File: src/rtl/cic_sched_pkg.sv
// Shared types and constants for the CIC snapshot scheduler.
package cic_sched_pkg;

    typedef enum logic [0:0] {
        ST_COLLECT = 1'b0,
        ST_EMIT    = 1'b1
    } sched_state_e;

    localparam int SNAP_CNT_W = 16;

    function automatic int clog2(input int value);
        int r;
        r = 0;
        while ((1 << r) < value) r++;
        return r;
    endfunction

endpackage

File: src/rtl/cic_ch_holder.sv
// One channel's holding register, pending bit and sticky overrun flag.
module cic_ch_holder
    import cic_sched_pkg::*;
#(
    parameter int DATA_WIDTH = 16
) (
    input  logic                  clk,
    input  logic                  rst,
    input  logic                  capture_i,
    input  logic                  load_snapshot_i,
    input  logic                  flag_clr_i,
    input  logic [DATA_WIDTH-1:0] data_i,
    output logic [DATA_WIDTH-1:0] hold_o,
    output logic                  pending_o,
    output logic                  overrun_o
);

    logic [DATA_WIDTH-1:0] hold_q, hold_d;
    logic                  pending_q, pending_d;
    logic                  overrun_q, overrun_d;

    // load_snapshot_i clears pending; a new capture on the same edge re-arms it
    // and is not an overrun.
    always_comb begin
        hold_d    = hold_q;
        pending_d = pending_q;
        overrun_d = overrun_q;
        if (capture_i) begin
            hold_d    = data_i;
            pending_d = 1'b1;
        end else if (load_snapshot_i) begin
            pending_d = 1'b0;
        end
        if (capture_i && pending_q && !load_snapshot_i) begin
            overrun_d = 1'b1;
        end else if (flag_clr_i) begin
            overrun_d = 1'b0;
        end
    end

    always_ff @(posedge clk or posedge rst) begin
        if (rst) begin
            hold_q    <= '0;
            pending_q <= 1'b0;
            overrun_q <= 1'b0;
        end else begin
            hold_q    <= hold_d;
            pending_q <= pending_d;
            overrun_q <= overrun_d;
        end
    end

    assign hold_o    = hold_q;
    assign pending_o = pending_q;
    assign overrun_o = overrun_q;

endmodule

File: src/rtl/cic_snapshot_scheduler.sv
// Aligns N_CH CIC decimator outputs into snapshots and serializes them on one stream.
// Optional collect watchdog enabled by defining CIC_SCHED_TIMEOUT_EN.
module cic_snapshot_scheduler
    import cic_sched_pkg::*;
#(
    parameter  int N_CH           = 4,
    parameter  int DATA_WIDTH     = 16,
    parameter  int TIMEOUT_CYCLES = 1024,
    localparam int CH_IDX_W       = clog2(N_CH)
) (
    input  logic                       clk,
    input  logic                       rst,
    input  logic [N_CH*DATA_WIDTH-1:0] ch_data,
    input  logic [N_CH-1:0]            ch_valid,
    output logic [DATA_WIDTH-1:0]      m_data,
    output logic [CH_IDX_W-1:0]        m_ch,
    output logic                       m_sof,
    output logic                       m_valid,
    input  logic                       m_ready,
    input  logic                       flag_clr,
    output logic [N_CH-1:0]            overrun,
    output logic                       timeout,
    output logic [SNAP_CNT_W-1:0]      snap_count
);

    sched_state_e          state_q, state_d;
    logic [CH_IDX_W-1:0]   idx_q, idx_d;
    logic [SNAP_CNT_W-1:0] cnt_q, cnt_d;
    logic [DATA_WIDTH-1:0] snap_q [N_CH];

    logic [DATA_WIDTH-1:0] hold [N_CH];
    logic [N_CH-1:0]       pending;
    logic                  load_snap;
    logic                  drop;
    logic                  clr_pending;

    assign load_snap   = (state_q == ST_COLLECT) && (&pending);
    assign clr_pending = load_snap | drop;

    for (genvar c = 0; c < N_CH; c++) begin : g_ch
        cic_ch_holder #(
            .DATA_WIDTH(DATA_WIDTH)
        ) u_holder (
            .clk            (clk),
            .rst            (rst),
            .capture_i      (ch_valid[c]),
            .load_snapshot_i(clr_pending),
            .flag_clr_i     (flag_clr),
            .data_i         (ch_data[c*DATA_WIDTH +: DATA_WIDTH]),
            .hold_o         (hold[c]),
            .pending_o      (pending[c]),
            .overrun_o      (overrun[c])
        );
    end

    always_comb begin
        state_d = state_q;
        idx_d   = idx_q;
        cnt_d   = cnt_q;
        case (state_q)
            ST_COLLECT: begin
                if (load_snap) begin
                    state_d = ST_EMIT;
                    idx_d   = '0;
                end
            end
            ST_EMIT: begin
                if (m_ready) begin
                    if (idx_q == CH_IDX_W'(N_CH - 1)) begin
                        state_d = ST_COLLECT;
                        idx_d   = '0;
                        cnt_d   = cnt_q + SNAP_CNT_W'(1);
                    end else begin
                        idx_d = idx_q + CH_IDX_W'(1);
                    end
                end
            end
            default: begin
                state_d = ST_COLLECT;
                idx_d   = '0;
            end
        endcase
    end

    always_ff @(posedge clk or posedge rst) begin
        if (rst) begin
            state_q <= ST_COLLECT;
            idx_q   <= '0;
            cnt_q   <= '0;
            for (int unsigned c = 0; c < N_CH; c++) snap_q[c] <= '0;
        end else begin
            state_q <= state_d;
            idx_q   <= idx_d;
            cnt_q   <= cnt_d;
            if (load_snap) begin
                for (int unsigned c = 0; c < N_CH; c++) snap_q[c] <= hold[c];
            end
        end
    end

    assign m_valid    = (state_q == ST_EMIT);
    assign m_sof      = (state_q == ST_EMIT) && (idx_q == '0);
    assign m_ch       = idx_q;
    assign m_data     = snap_q[idx_q];
    assign snap_count = cnt_q;

`ifdef CIC_SCHED_TIMEOUT_EN
    localparam int TO_W = clog2(TIMEOUT_CYCLES + 1);

    logic [TO_W-1:0] to_cnt_q, to_cnt_d;
    logic            timeout_q, timeout_d;
    logic            partial;

    assign partial = (|pending) && !(&pending);

    // Counter only advances while a partial snapshot waits in COLLECT; it
    // freezes during EMIT and resets once nothing is pending.
    always_comb begin
        to_cnt_d  = to_cnt_q;
        drop      = 1'b0;
        if (pending == '0) begin
            to_cnt_d = '0;
        end else if (state_q == ST_COLLECT) begin
            if (!partial) begin
                to_cnt_d = '0;
            end else if (to_cnt_q == TO_W'(TIMEOUT_CYCLES - 1)) begin
                to_cnt_d = '0;
                drop     = 1'b1;
            end else begin
                to_cnt_d = to_cnt_q + TO_W'(1);
            end
        end
        timeout_d = timeout_q;
        if (drop) begin
            timeout_d = 1'b1;
        end else if (flag_clr) begin
            timeout_d = 1'b0;
        end
    end

    always_ff @(posedge clk or posedge rst) begin
        if (rst) begin
            to_cnt_q  <= '0;
            timeout_q <= 1'b0;
        end else begin
            to_cnt_q  <= to_cnt_d;
            timeout_q <= timeout_d;
        end
    end

    assign timeout = timeout_q;
`else
    logic unused_timeout_cfg;

    assign unused_timeout_cfg = ^TIMEOUT_CYCLES;
    assign drop               = 1'b0;
    assign timeout            = 1'b0;
`endif

endmodule

File: config.mk
export PLATFORM = sky130hd
export DESIGN_NAME = cic_snapshot_scheduler
export DESIGN_NICKNAME = d
export VERILOG_FILES = /design/src/rtl/cic_sched_pkg.sv /design/src/rtl/cic_ch_holder.sv /design/src/rtl/cic_snapshot_scheduler.sv
export SDC_FILE = /design/constraint.sdc
export NUM_CORES = 1
export LEC_CHECK = 0
export CAP_MARGIN = 20
export CORE_AREA = 2 2 110 134
export CTS_BUF_LIST = sky130_fd_sc_hd__clkbuf_4 sky130_fd_sc_hd__clkbuf_8 sky130_fd_sc_hd__clkbuf_16
export DETAILED_ROUTE_END_ITERATION = 12
export DIE_AREA = 0 0 112 136
export PLACE_DENSITY_LB_ADDON = 0.15
export SETUP_SLACK_MARGIN = 0.15
export SLEW_MARGIN = 10
export SYNTH_ARGS = -nofsm -noshare
export SYNTH_HDL_FRONTEND = slang
export SYNTH_HIERARCHICAL = 1
export SYNTH_SLANG_ARGS = --single-unit
File: constraint.sdc
create_clock -name clk -period 2.43 [get_ports clk]
set_input_delay 0.486 -clock clk [delete_from_list [all_inputs] [get_ports clk]]
set_output_delay 0.486 -clock clk [all_outputs]
set_load 0.02 [all_outputs]
==> insert_results.sql <==
INSERT INTO impl_metrics (metric_group, metric, value, unit) VALUES
('status', 'run_status', 'finished, final reports clean', ''),
('setup_path', 'worst_setup_path_end_kind', 'primary output', ''),
('global_route', 'grt_overflow', '0', ''),
('drt', 'wire_per_inst', '20.03', 'microns'),
('clock_network', 'cts.root.buffer_cell', 'sky130_fd_sc_hd__clkbuf_16', ''),
('drt', 'dr.pass1.iters', '4', ''),
('timing', 'fmax', '435.7', 'MHz'),
('clock_network', 'tritoncts_buffer_count', '17', ''),
('placed_design', 'pre_cts_ws', '0.2615', 'ns'),
('final_layout', 'synthToLayoutAreaGrowth', '27.47', '%'),
('global_route', 'grt_antenna_before_repair', '0', ''),
('final_layout', 'mostFrequentLayoutCell', 'sky130_fd_sc_hd__dfrtp_1', ''),
('setup_path', 'stage_delay_of_the_slowest_cell_on_the_critical_path', '0.49', 'ns'),
('final_layout', 'num_antenna_cells', '0', ''),
('placed_design', 'place.detailed.hpwl', '9.723', 'mm'),
('clock_network', 'worst_setup_hold_path_clk_slew', '0.06', 'ns'),
('clock_network', 'clock_latency', '0.43', 'ns'),
('clock_network', 'tritoncts', 'done', ''),
('synth', 'synth.avg_cell_area', '16.33', 'sq um'),
('timing', 'fin_worst_hold_slack', '0.4542', 'ns'),
('clock_network', 'htreeDepth', '4', ''),
('floorplanning', 'num_rows', '48', ''),
('run', 'cap_violations', '0', ''),
('global_route', 'grtUsageTotal', '0.2027', ''),
('synth', 'mappedNetlistNets', '478', ''),
('setup_path', 'worstPathRequired', '1.94', 'ns'),
('timing', 'finalSetupTns', '0', 'ns'),
('final_layout', 'most-common-layout-cells', '154 x sky130_fd_sc_hd__dfrtp_1, 96 x sky130_fd_sc_hd__mux2_2, 93 x sky130_fd_sc_hd__clkdlybuf4s50_1', ''),
('placed_design', 'cell_count_post_placement', '685', ''),
('worst_hold_path', 'timing.hold.worst.class', 'primary input to asynchronous set/reset pin', ''),
('setup_path', 'critPathKind', 'flop to primary output', ''),
('final_layout', 'layout.cells.non_filler', '720', ''),
('timing', 'skew', '0.008200', 'ns'),
('floorplanning', 'design.die.area', '0.01523', 'sq mm'),
('timing', 'postLayoutSetupSlackWorst', '0.1349', 'ns'),
('global_route', 'wire_length_of_the_first_global_routing_pass', '22.96', 'mm'),
('synth', 'ys.warnings.count', '6', ''),
('synth', 'post_synth_num_cell_types', '31', ''),
('floorplanning', 'count_of_pins_on_the_block_boundary', '113', ''),
('drt', 'wirelength', '14.42', 'mm'),
('setup_path', 'crit_path_cell_trace', 'bufbuf_16, mux4_2, buf_2', ''),
('global_route', 'largest_net_degree_at_the_start_of_global_routing', '36', ''),
('setup_path', 'setup.worst_path.start_class', 'flop', ''),
('drt', 'antenna_left', '0', ''),
('timing', 'post-route-period-util', '0.9445', ''),
('synth', 'yosys_register_bits', '155', ''),
('clock_network', 'cts_max_path_buffers', '2', ''),
('pwr', 'static-leakage-power', '3.672', 'nW'),
('synth', 'synthesis.area', '0.006583', 'sq mm'),
('drt', 'post-route-drc-count', '0', ''),
('timing', 'rsz0062_at_grt', 'yes', ''),
('setup_path', 'cp.arrival', '1.81', 'ns'),
('timing', 'final-hold-violation-count', '0', ''),
('timing', 'finalCriticalPeriod', '2.295', 'ns'),
('floorplanning', 'floorplan.die.height', '136', 'microns'),
('placed_design', 'routabilityCongestion', '0.7637', ''),
('synth', 'post_synth_inst_count', '403', ''),
('setup_path', 'top_fanout_value_on_the_critical_path', '8', ''),
('setup_path', 'cp_slowest_cell', 'sky130_fd_sc_hd__mux4_2', ''),
('floorplanning', 'fp.dieW', '112', 'microns'),
('global_route', 'via_count_of_the_first_global_routing_pass', '4028', ''),
('final_layout', 'post_route_cells_drive_above_1_share', '0.4165', ''),
('final_layout', 'fin_nets', '607', ''),
('timing', 'setup_violations', '0', ''),
('pwr', 'total_power_per_unit_cell_area', '1125', 'mW/mm^2'),
('floorplanning', 'initial_utilization', '0.4684', ''),
('clock_network', 'numClockSinks', '155', ''),
('timing', 'timing.final.max_slew_violations', '0', ''),
('synth', 'seq_area_frac_synth', '0.5892', ''),
('pwr', 'vdd_drop_max', '0.5346', 'mV'),
('drt', 'vias_per_cell', '5.196', ''),
('floorplanning', 'placeableCoreArea', '0.01405', 'sq mm'),
('setup_path', 'critical_path_buf_inv_count', '2', ''),
('placed_design', 'io_buffers', '111', ''),
('drt', 'drt_iter0_drc', '152', ''),
('drt', 'num_vias', '3741', ''),
('setup_path', 'worst_path_dominant_cell_family', 'multiplexers', '');
-- cell type report --
cell class | count | area [sq um]
clock inverters | 12 | 100.1
well taps | 175 | 219.0
inverters | 17 | 67.56
multi-input cells | 211 | 2424
repair buffers | 130 | 1246
clock buffers | 20 | 454.2
flip-flops and latches | 155 | 3880
fillers | 1095 | 5663
-- routing by layer --
metal / wire (microns) / up-vias / track usage
li1: - / 1680 / -
met1: 6315 / 1960 / 0.2578
met2: 7359 / 83 / 0.3444
met3: 537 / 18 / 0.04904
met4: 208 / 0 / 0.06707
met5: 0 / - / 0
-- what timing repair did --
action | CTS | global route
cloned | 1 | 0
endpoints found under the setup margin | 17 | 13
buffers inserted | 2 | 0
resized for setup | 62 | 9
hold buffers | 0 | 0
-- flip-flops by register name, indices dropped and copies added, names as in the netlist --
| signal | cells |
|---|---|
| g_ch.u_holder/hold_o | 64 |
| g_ch.u_holder/overrun_o | 4 |
| g_ch.u_holder/pending_o | 4 |
| m_ch | 2 |
| m_valid | 1 |
| snap_count | 16 |
| snap_q | 64 |
-- cell families after synthesis --
| family | count (synthesis) | synth area share |
|---|---|---|
| fa+ha+maj | 3 | 0.005703 |
| flops | 155 | 0.5892 |
| other cells | 1 | 0.0005697 |
| buf+inv | 37 | 0.04372 |
| xor+xnor | 15 | 0.01996 |
| compound gates | 12 | 0.01502 |
| mux | 144 | 0.2920 |
| simple gates | 36 | 0.03384 |
-- report_power, final --
part | switching, mW | total, mW | internal, mW | leakage, nW
logic | 1.39 | 3.16 | 1.77 | 1.55
clock network | 1.03 | 2.48 | 1.45 | 0.272
registers | 0.474 | 3.80 | 3.33 | 1.85
-- cells in the mapped netlist --
| master | number | area, sq um |
|---|---|---|
| sky130_fd_sc_hd__dfrtp_1 | 155 | 3879 |
| sky130_fd_sc_hd__mux2_2 | 96 | 1081 |
| sky130_fd_sc_hd__mux2_4 | 32 | 480.5 |
| sky130_fd_sc_hd__inv_1 | 17 | 63.81 |
| sky130_fd_sc_hd__mux4_2 | 16 | 360.4 |
| sky130_fd_sc_hd__xnor2_1 | 12 | 105.1 |
| sky130_fd_sc_hd__nand2_1 | 10 | 37.54 |
| sky130_fd_sc_hd__nand3_1 | 10 | 50.05 |
| sky130_fd_sc_hd__buf_6 | 9 | 101.4 |
| sky130_fd_sc_hd__nor2_1 | 5 | 18.77 |
| sky130_fd_sc_hd__a21o_2 | 4 | 35.03 |
| sky130_fd_sc_hd__a32o_1 | 4 | 40.04 |
| sky130_fd_sc_hd__buf_12 | 4 | 80.08 |
| sky130_fd_sc_hd__buf_2 | 4 | 20.02 |
| sky130_fd_sc_hd__buf_4 | 3 | 22.52 |
| sky130_fd_sc_hd__ha_1 | 3 | 37.54 |
| sky130_fd_sc_hd__xor2_1 | 3 | 26.28 |
| sky130_fd_sc_hd__nand4_1 | 2 | 12.51 |
| sky130_fd_sc_hd__o21ai_0 | 2 | 10.01 |
| sky130_fd_sc_hd__a21oi_1 | 1 | 5.000 |
| sky130_fd_sc_hd__a22o_1 | 1 | 8.760 |
| sky130_fd_sc_hd__and2_2 | 1 | 7.510 |
| sky130_fd_sc_hd__and2b_2 | 1 | 8.760 |
| sky130_fd_sc_hd__and3_2 | 1 | 7.510 |
| sky130_fd_sc_hd__conb_1 | 1 | 3.750 |
| sky130_fd_sc_hd__nand3_2 | 1 | 10.01 |
| sky130_fd_sc_hd__nand3_4 | 1 | 17.52 |
| sky130_fd_sc_hd__nor3_1 | 1 | 5.000 |
| sky130_fd_sc_hd__nor3_2 | 1 | 10.01 |
| sky130_fd_sc_hd__nor3_4 | 1 | 16.27 |
| sky130_fd_sc_hd__nor4_4 | 1 | 21.27 |
-- path summary, 6_finish.rpt --
check	from	endpoint	slack [ns]	cells past startpoint
setup / recovery	m_ch[0]	m_data[2]	0.13	3
hold / removal	rst	g_ch[3].u_holder/hold_o[5]	0.45	2
setup reg to reg	m_ch[0]	snap_count[10]	0.48	7
hold reg to reg	g_ch[1].u_holder/overrun_o	g_ch[1].u_holder/overrun_o	0.49	1
max in group asynchronous	rst	snap_count[0]	1.34	3
min in group clk	g_ch[1].u_holder/overrun_o	g_ch[1].u_holder/overrun_o	0.49	1
-- per-stage QoR --
step,util,instance area (sq um),total power [mW]
2_1_floorplan,-,6586,5.888
3_3_place_gp,0.5591,7858,7.077
3_5_place_dp,0.5591,7858,7.170
4_1_cts,0.5989,8417,9.596
5_1_grt,0.5970,8391,9.946
6_report,0.5970,8391,9.440
Power figures use the tool's default switching activity.
